$ cat src/rtl/ram2_pkg.sv
// Shared widths and FSM state type for the 2-bit RAM to byte reader.
package ram2_pkg;

   localparam int unsigned ADDR_W        = 13;
   localparam int unsigned SYM_W         = 2;
   localparam int unsigned BYTE_W        = 8;
   localparam int unsigned SYMS_PER_BYTE = 4;

   typedef enum logic [1:0] {
      StIdle,
      StRead,
      StDrain
   } state_e;

endpackage

$ cat src/rtl/sym_packer.sv
// Packs 2-bit symbols into a byte; emits on the 4th symbol or on the run's last symbol.
module sym_packer
   import ram2_pkg::*;
#(
   parameter bit LSB_FIRST = 1'b1
) (
   input  logic              clk_i,
   input  logic              rst_ni,
   input  logic              push_i,   // sym_i is consumed this cycle
   input  logic              last_i,   // sym_i is the final symbol of the run
   input  logic [SYM_W-1:0]  sym_i,
   output logic              emit_o,   // byte_o is complete this cycle
   output logic [BYTE_W-1:0] byte_o
);

   logic [1:0]        cnt_q, cnt_d;
   logic [BYTE_W-1:0] part_q, part_d;
   logic [2:0]        pos;
   logic [BYTE_W-1:0] merged;

   // Merge the incoming symbol into its slot and decide whether the byte is finished.
   always_comb begin
      pos            = LSB_FIRST ? {cnt_q, 1'b0} : (3'd6 - {cnt_q, 1'b0});
      merged         = part_q;
      merged[pos +: SYM_W] = sym_i;
      emit_o         = push_i && ((cnt_q == 2'(SYMS_PER_BYTE - 1)) || last_i);
      byte_o         = merged;
      cnt_d          = cnt_q;
      part_d         = part_q;
      if (push_i) begin
         if (emit_o) begin
            // Unfilled slots of a short final byte stay zero because the partial clears here.
            cnt_d  = 2'd0;
            part_d = '0;
         end else begin
            cnt_d  = cnt_q + 2'd1;
            part_d = merged;
         end
      end
   end

   // Partial byte and slot counter.
   always_ff @(posedge clk_i or negedge rst_ni) begin
      if (!rst_ni) begin
         cnt_q  <= 2'd0;
         part_q <= '0;
      end else begin
         cnt_q  <= cnt_d;
         part_q <= part_d;
      end
   end

endmodule

$ cat src/rtl/ram2_byte_reader.sv
// Streams a 2-bit RAM address range out as packed bytes over a valid/ready port.
module ram2_byte_reader
   import ram2_pkg::*;
#(
   parameter logic [ADDR_W-1:0] START_ADDR = 13'd0,
   parameter logic [ADDR_W-1:0] LAST_ADDR  = 13'd8191,
   parameter bit                LSB_FIRST  = 1'b1
) (
   input  logic              clk_i,
   input  logic              rst_ni,
   input  logic              start_i,
   output logic              busy_o,
   output logic              done_o,
   output logic [ADDR_W-1:0] ram_addr_o,
   output logic              ram_en_o,
   output logic              ram_we_o,
   output logic              ram_ssr_o,
   input  logic [SYM_W-1:0]  ram_do_i,
   output logic [BYTE_W-1:0] byte_o,
   output logic              byte_valid_o,
   input  logic              byte_ready_i
);

   state_e            state_q, state_d;
   logic [ADDR_W-1:0] addr_q, addr_d;
   logic              pend_q, pend_d;           // RAM_DO holds an unconsumed symbol
   logic              pend_last_q, pend_last_d; // that symbol came from LAST_ADDR
   logic [BYTE_W-1:0] byte_q, byte_d;
   logic              valid_q, valid_d;
   logic              last_byte_q, last_byte_d; // presented byte is the run's final byte
   logic              done_q, done_d;

   logic              adv, issue, consume, xfer, emit;
   logic [BYTE_W-1:0] packed_byte;

   // Everything moves only when the output slot can accept a new byte.
   assign adv     = !valid_q || byte_ready_i;
   assign issue   = (state_q == StRead);
   assign consume = adv && pend_q;
   assign xfer    = valid_q && byte_ready_i;

   sym_packer #(
      .LSB_FIRST (LSB_FIRST)
   ) u_sym_packer (
      .clk_i  (clk_i),
      .rst_ni (rst_ni),
      .push_i (consume),
      .last_i (pend_last_q),
      .sym_i  (ram_do_i),
      .emit_o (emit),
      .byte_o (packed_byte)
   );

   // Next-state for the run FSM, address issue and output byte handshake.
   always_comb begin
      state_d     = state_q;
      addr_d      = addr_q;
      pend_d      = pend_q;
      pend_last_d = pend_last_q;
      byte_d      = byte_q;
      valid_d     = valid_q;
      last_byte_d = last_byte_q;
      done_d      = 1'b0;
      case (state_q)
         StIdle: begin
            // done_q keeps BUSY high for the DONE cycle, so a START there is dropped.
            if (start_i && !done_q) begin
               state_d = StRead;
               addr_d  = START_ADDR;
            end
         end
         StRead: begin
            if (adv) begin
               addr_d      = addr_q + ADDR_W'(1);
               pend_d      = 1'b1;
               pend_last_d = (addr_q == LAST_ADDR);
               if (addr_q == LAST_ADDR) begin
                  state_d = StDrain;
               end
            end
         end
         StDrain: begin
            if (adv) begin
               pend_d      = 1'b0;
               pend_last_d = 1'b0;
            end
            if (xfer && last_byte_q) begin
               state_d     = StIdle;
               done_d      = 1'b1;
               last_byte_d = 1'b0;
            end
         end
         default: state_d = StIdle;
      endcase
      if (xfer) begin
         valid_d = 1'b0;
      end
      if (emit) begin
         valid_d     = 1'b1;
         byte_d      = packed_byte;
         last_byte_d = pend_last_q;
      end
   end

   // State registers.
   always_ff @(posedge clk_i or negedge rst_ni) begin
      if (!rst_ni) begin
         state_q     <= StIdle;
         addr_q      <= '0;
         pend_q      <= 1'b0;
         pend_last_q <= 1'b0;
         byte_q      <= '0;
         valid_q     <= 1'b0;
         last_byte_q <= 1'b0;
         done_q      <= 1'b0;
      end else begin
         state_q     <= state_d;
         addr_q      <= addr_d;
         pend_q      <= pend_d;
         pend_last_q <= pend_last_d;
         byte_q      <= byte_d;
         valid_q     <= valid_d;
         last_byte_q <= last_byte_d;
         done_q      <= done_d;
      end
   end

   assign ram_en_o     = adv && (issue || pend_q);
   assign ram_addr_o   = addr_q;
   assign ram_we_o     = 1'b0;
   assign ram_ssr_o    = 1'b0;
   assign byte_o       = byte_q;
   assign byte_valid_o = valid_q;
   assign done_o       = done_q;
   assign busy_o       = (state_q != StIdle) || done_q;

endmodule

$ cat config.mk
export PLATFORM = sky130hd
export DESIGN_NAME = ram2_byte_reader
export DESIGN_NICKNAME = d
export VERILOG_FILES = /design/src/rtl/ram2_pkg.sv /design/src/rtl/sym_packer.sv /design/src/rtl/ram2_byte_reader.sv
export SDC_FILE = /design/constraint.sdc
export NUM_CORES = 1
export LEC_CHECK = 0
export CELL_PAD_IN_SITES_DETAIL_PLACEMENT = 1
export CELL_PAD_IN_SITES_GLOBAL_PLACEMENT = 2
export CORE_AREA = 2 2 81 83
export CTS_CLUSTER_SIZE = 25
export DETAILED_ROUTE_END_ITERATION = 6
export DIE_AREA = 0 0 83 85
export PLACE_DENSITY_LB_ADDON = 0.1
export SLEW_MARGIN = 5
export SYNTH_ARGS = -nofsm -noshare
export SYNTH_HDL_FRONTEND = slang
export SYNTH_SLANG_ARGS = --single-unit
$ cat constraint.sdc
create_clock -name clk_i -period 2.2 [get_ports clk_i]
set_input_delay 0.44 -clock clk_i [delete_from_list [all_inputs] [get_ports clk_i]]
set_output_delay 0.44 -clock clk_i [all_outputs]
set_load 0.1 [all_outputs]
==> impl_results.md <==
* Via count at 1553
* Worst-case clock buffer depth at 2
* Total power at 3.54 mW
* Reg2reg start: u_sym_packer.cnt_q[1]
* Initial antenna violation count at 0
* First-pass GRT wire length at 8.52 mm
* Hold buffer count at cts at 0
* Drt total wl at 4.78 mm
* Fillers at 712
* Hold Crit Class: in -> async
* Ports at 33
* Overflow after GRT at 0
* Mapped cell area at 1970 µm²
* Arrival @ worst endpoint at 1.66 ns
* Comb power frac at 55.9%
* Post-synthesis mux area share at 1.52%
* # rows at 29
* CTS tree: done
* Layout cells sized above 1 at 21.8%
* Worst clock skew at 0.00679 ns
* Sequential fraction of the synthesis area at 48.3%
* Min cycle time layout at 2.10 ns
* CP Class: in -> out
* Synth top area share at 48.3%
* Cell Int Power at 1.63 mW
* Initial DRC count at 53
* Ant diodes at 0
* Max Fanout on Critical Path at 7
* CP max stage cell: clkdlybuf4s50_1
* Post-CTS Setup Inserts at 0
* Sw Pwr at 1.91 mW
* Clock-pin slew on the worst setup and hold paths at 0.08 ns
* Die Height at 85 µm
* Crit path buffers/inverters at 2
* Seq. cell area at 955 µm²
* Final setup fails at 0
* Xor/xnor cell area share of the yosys netlist at 3.11%
* WL per Instance at 15.2 µm
* Yosys top cell by area: dfrtp_1
* Flop2flop setup slack at 0.40 ns
* Die width at 83 µm
* Clock Tree Root: clkbuf_8
* Critical Path Source Type: input pin
* CP peak stage delay at 0.51 ns
* Port-buffer cells at 30
* Routed Antenna Nets at 0
* Largest net degree at the start of global routing at 22
* # resized after CTS at 0
* Max transition margin at 45.5%
* Total clock sinks at 38
* Initial Util at 31.8%
* Worst-margin pin slew at 0.816 ns
* Layout area overhead at 23.2%
* Synth Instances at 200
* Critical path required time at 1.76 ns
* Pwr/cell area at 1460 nW/µm²
* Flop pwr share at 29.9%
* Max Clk Rate at 477 MHz
* Multi-input logic area at 950 µm²
* Post-DP HPWL at 3.62 mm
* Die area at 7060 µm²
* Synth area leaders: dfrtp_1 48%, o21ai_0 5.6%, nand2_1 5.1%
* Setup TNS at 0 ns
* Worst-Skew Late Latency at 0.29 ns
* Final GP Congestion at 0.784
* Delay-heaviest family, CP: buffers and inverters
* Worst-path cell chain: clkdlybuf4s50_1 > nand2b_1 > nand2_1 > nand2_2 > buf_12
* DRT Pass-1 Iters at 2
* Flops & latches, synth at 38
* Status: finished, final reports clean
* Largest family of logic cells by synthesized area: simple AND/OR/NAND/NOR gates
* Max-cap violation count at 0
* Synth Area in Simple Gates at 25.0%
* Ys Warns at 0
* Synth cell types at 37
* Clock power share at 14.2%
* Lkg Pwr at 1.13 nW
* CTS Buf Count at 5
* Final Cycle Share at 95.4%
* Nets at 250
* VDD IR max at 0.726 mV
* Core ar. at 6200 µm²
* Final core utilization at 39.1%
* Final Hold Viols at 0
* Gr usage total at 14.9%
* H-Tree Depth at 2
* Final Slew Violations at 0
* DRC at 0
* Reg-to-Reg End: u_sym_packer.part_q[4]
* Switching Share at 53.8%
* Post-Synth Adder-Cell Area at 4.44%
* Synthesized area per cell at 9.85 µm²
* Vias in the first global route at 1718
* Crit end category: output port
* Post-synthesis compound-gate area fraction at 13.6%
* Unrepaired setup endpoints after global routing: no
* Vias per inst at 4.93
* Reg2Reg Depth at 6
==> routing by layer <==
metal / GRT usage [%] / up-vias / routed length [µm]
met2: 27.5 / 19 / 2560
met5: 0 / - / 0
met4: 4.92 / 0 / 70
met1: 17.2 / 762 / 2000
li1: - / 766 / -
met3: 3.21 / 6 / 145
==> stage by stage <==
stage / area, µm² / std cells / hold WS, ns / worst slack, ns
finish: 2430 / 315 / 0.106 / 0.102
global route: 2430 / 315 / 0.133 / 0.0122
CTS: 2430 / 315 / 0.122 / 0.0792
detailed placement: 2340 / 307 / 0.442 / 0.0801
global placement: 2340 / 307 / 0.431 / 0.0670
floorplan: 1980 / 201 / 0.144 / 0.0812
==> how the worst max path moves through the flow <==
stage	startpoint	end	slack, ns	cells past startpoint
2_1_floorplan	ram_addr_o[2]	ram_addr_o[12]	0.08	4
3_3_place_gp	byte_ready_i	ram_en_o	0.07	5
3_5_place_dp	byte_ready_i	ram_en_o	0.08	5
4_1_cts	byte_ready_i	ram_en_o	0.08	5
5_1_grt	byte_ready_i	ram_en_o	0.01	5
6_report	byte_ready_i	ram_en_o	0.10	5
==> power by group through the flow <==
| stage | clock (mW) | combinational [mW] | sequential (mW) |
|---|---|---|---|
| floorplan | 0 | 0.604 | 1.96 |
| global placement | 0 | 1.96 | 1.06 |
| detailed placement | 0 | 2.00 | 1.08 |
| CTS | 0.520 | 2.01 | 1.06 |
| global route | 0.551 | 2.13 | 1.09 |
| finish | 0.502 | 1.98 | 1.06 |
==> sequential cells by signal, summed over array words and instances (netlist names) <==
register             cells
done_o                   1
ram_addr_o              13
byte_valid_o             1
u_sym_packer.cnt_q       2
pend_q                   1
byte_o                   8
last_byte_q              1
u_sym_packer.part_q      8
pend_last_q              1
state_q                  2
==> Yosys cell counts (all sizes together) <==
cell	instances
nand3	9
nor3b	1
inv	3
a32o	2
or2b	3
o21bai	1
xnor2	6
or4b	1
a22o	3
xor2	1
dfrtp	38
nand2b	2
nor4b	3
nor4	3
nor2b	14
buf	7
nand2	27
and3	3
o21ai	23
conb	1
a221o	1
ha	7
nor2	13
clkbuf	3
a31oi	10
or3	1
mux2i	3
nand3b	1
nand4	3
nor3	4
a21oi	3
==> layout make-up <==
type,count,share of cell area (%)
clock buffers,7,3.55
inverters,3,0.464
clock inverters,1,0.206
repair buffers,39,13.4
flip-flops and latches,38,39.3
multi-input cells,150,39.1
well taps,77,3.97
==> cell usage in the layout, fill, tap and decap left out, drive strengths merged <==
master	instances
or4b	1
inv	3
nor2b	14
nor3	4
nand3	9
nor2	13
nand4	3
buf	35
nor3b	1
xor2	1
o21bai	1
nor4	3
xnor2	6
nor4b	3
a21oi	3
a221o	1
or3	1
a32o	2
conb	2
clkdlybuf4s50	4
dfrtp	38
a22o	3
o21ai	23
or2b	3
a31oi	10
clkinv	1
nand2b	2
clkbuf	7
nand3b	1
nand2	27
mux2i	3
and3	3
ha	7
==> cell families (layout without fill, tap and decap cells) <==
group                      count (synthesis)  in the layout
AOI/OAI and AO/OA                         43             43
DFF                                       38             38
buffers and inverters                     13             50
and+or+nand+nor                           88             88
muxes                                      3              3
adders and majority gates                  7              7
xor gates and xnor gates                   7              7
other                                      1              2
==> worst register-to-register path: stages, from the launching register on <==
cell and delay (ns):
dfrtp_1 0.44, inv_1 0.11, ha_1 0.27, nor4b_1 0.53, nand2_1 0.10, nor2_1 0.14, a22o_1 0.16
Note: power is estimated with default switching activity, not from simulation.
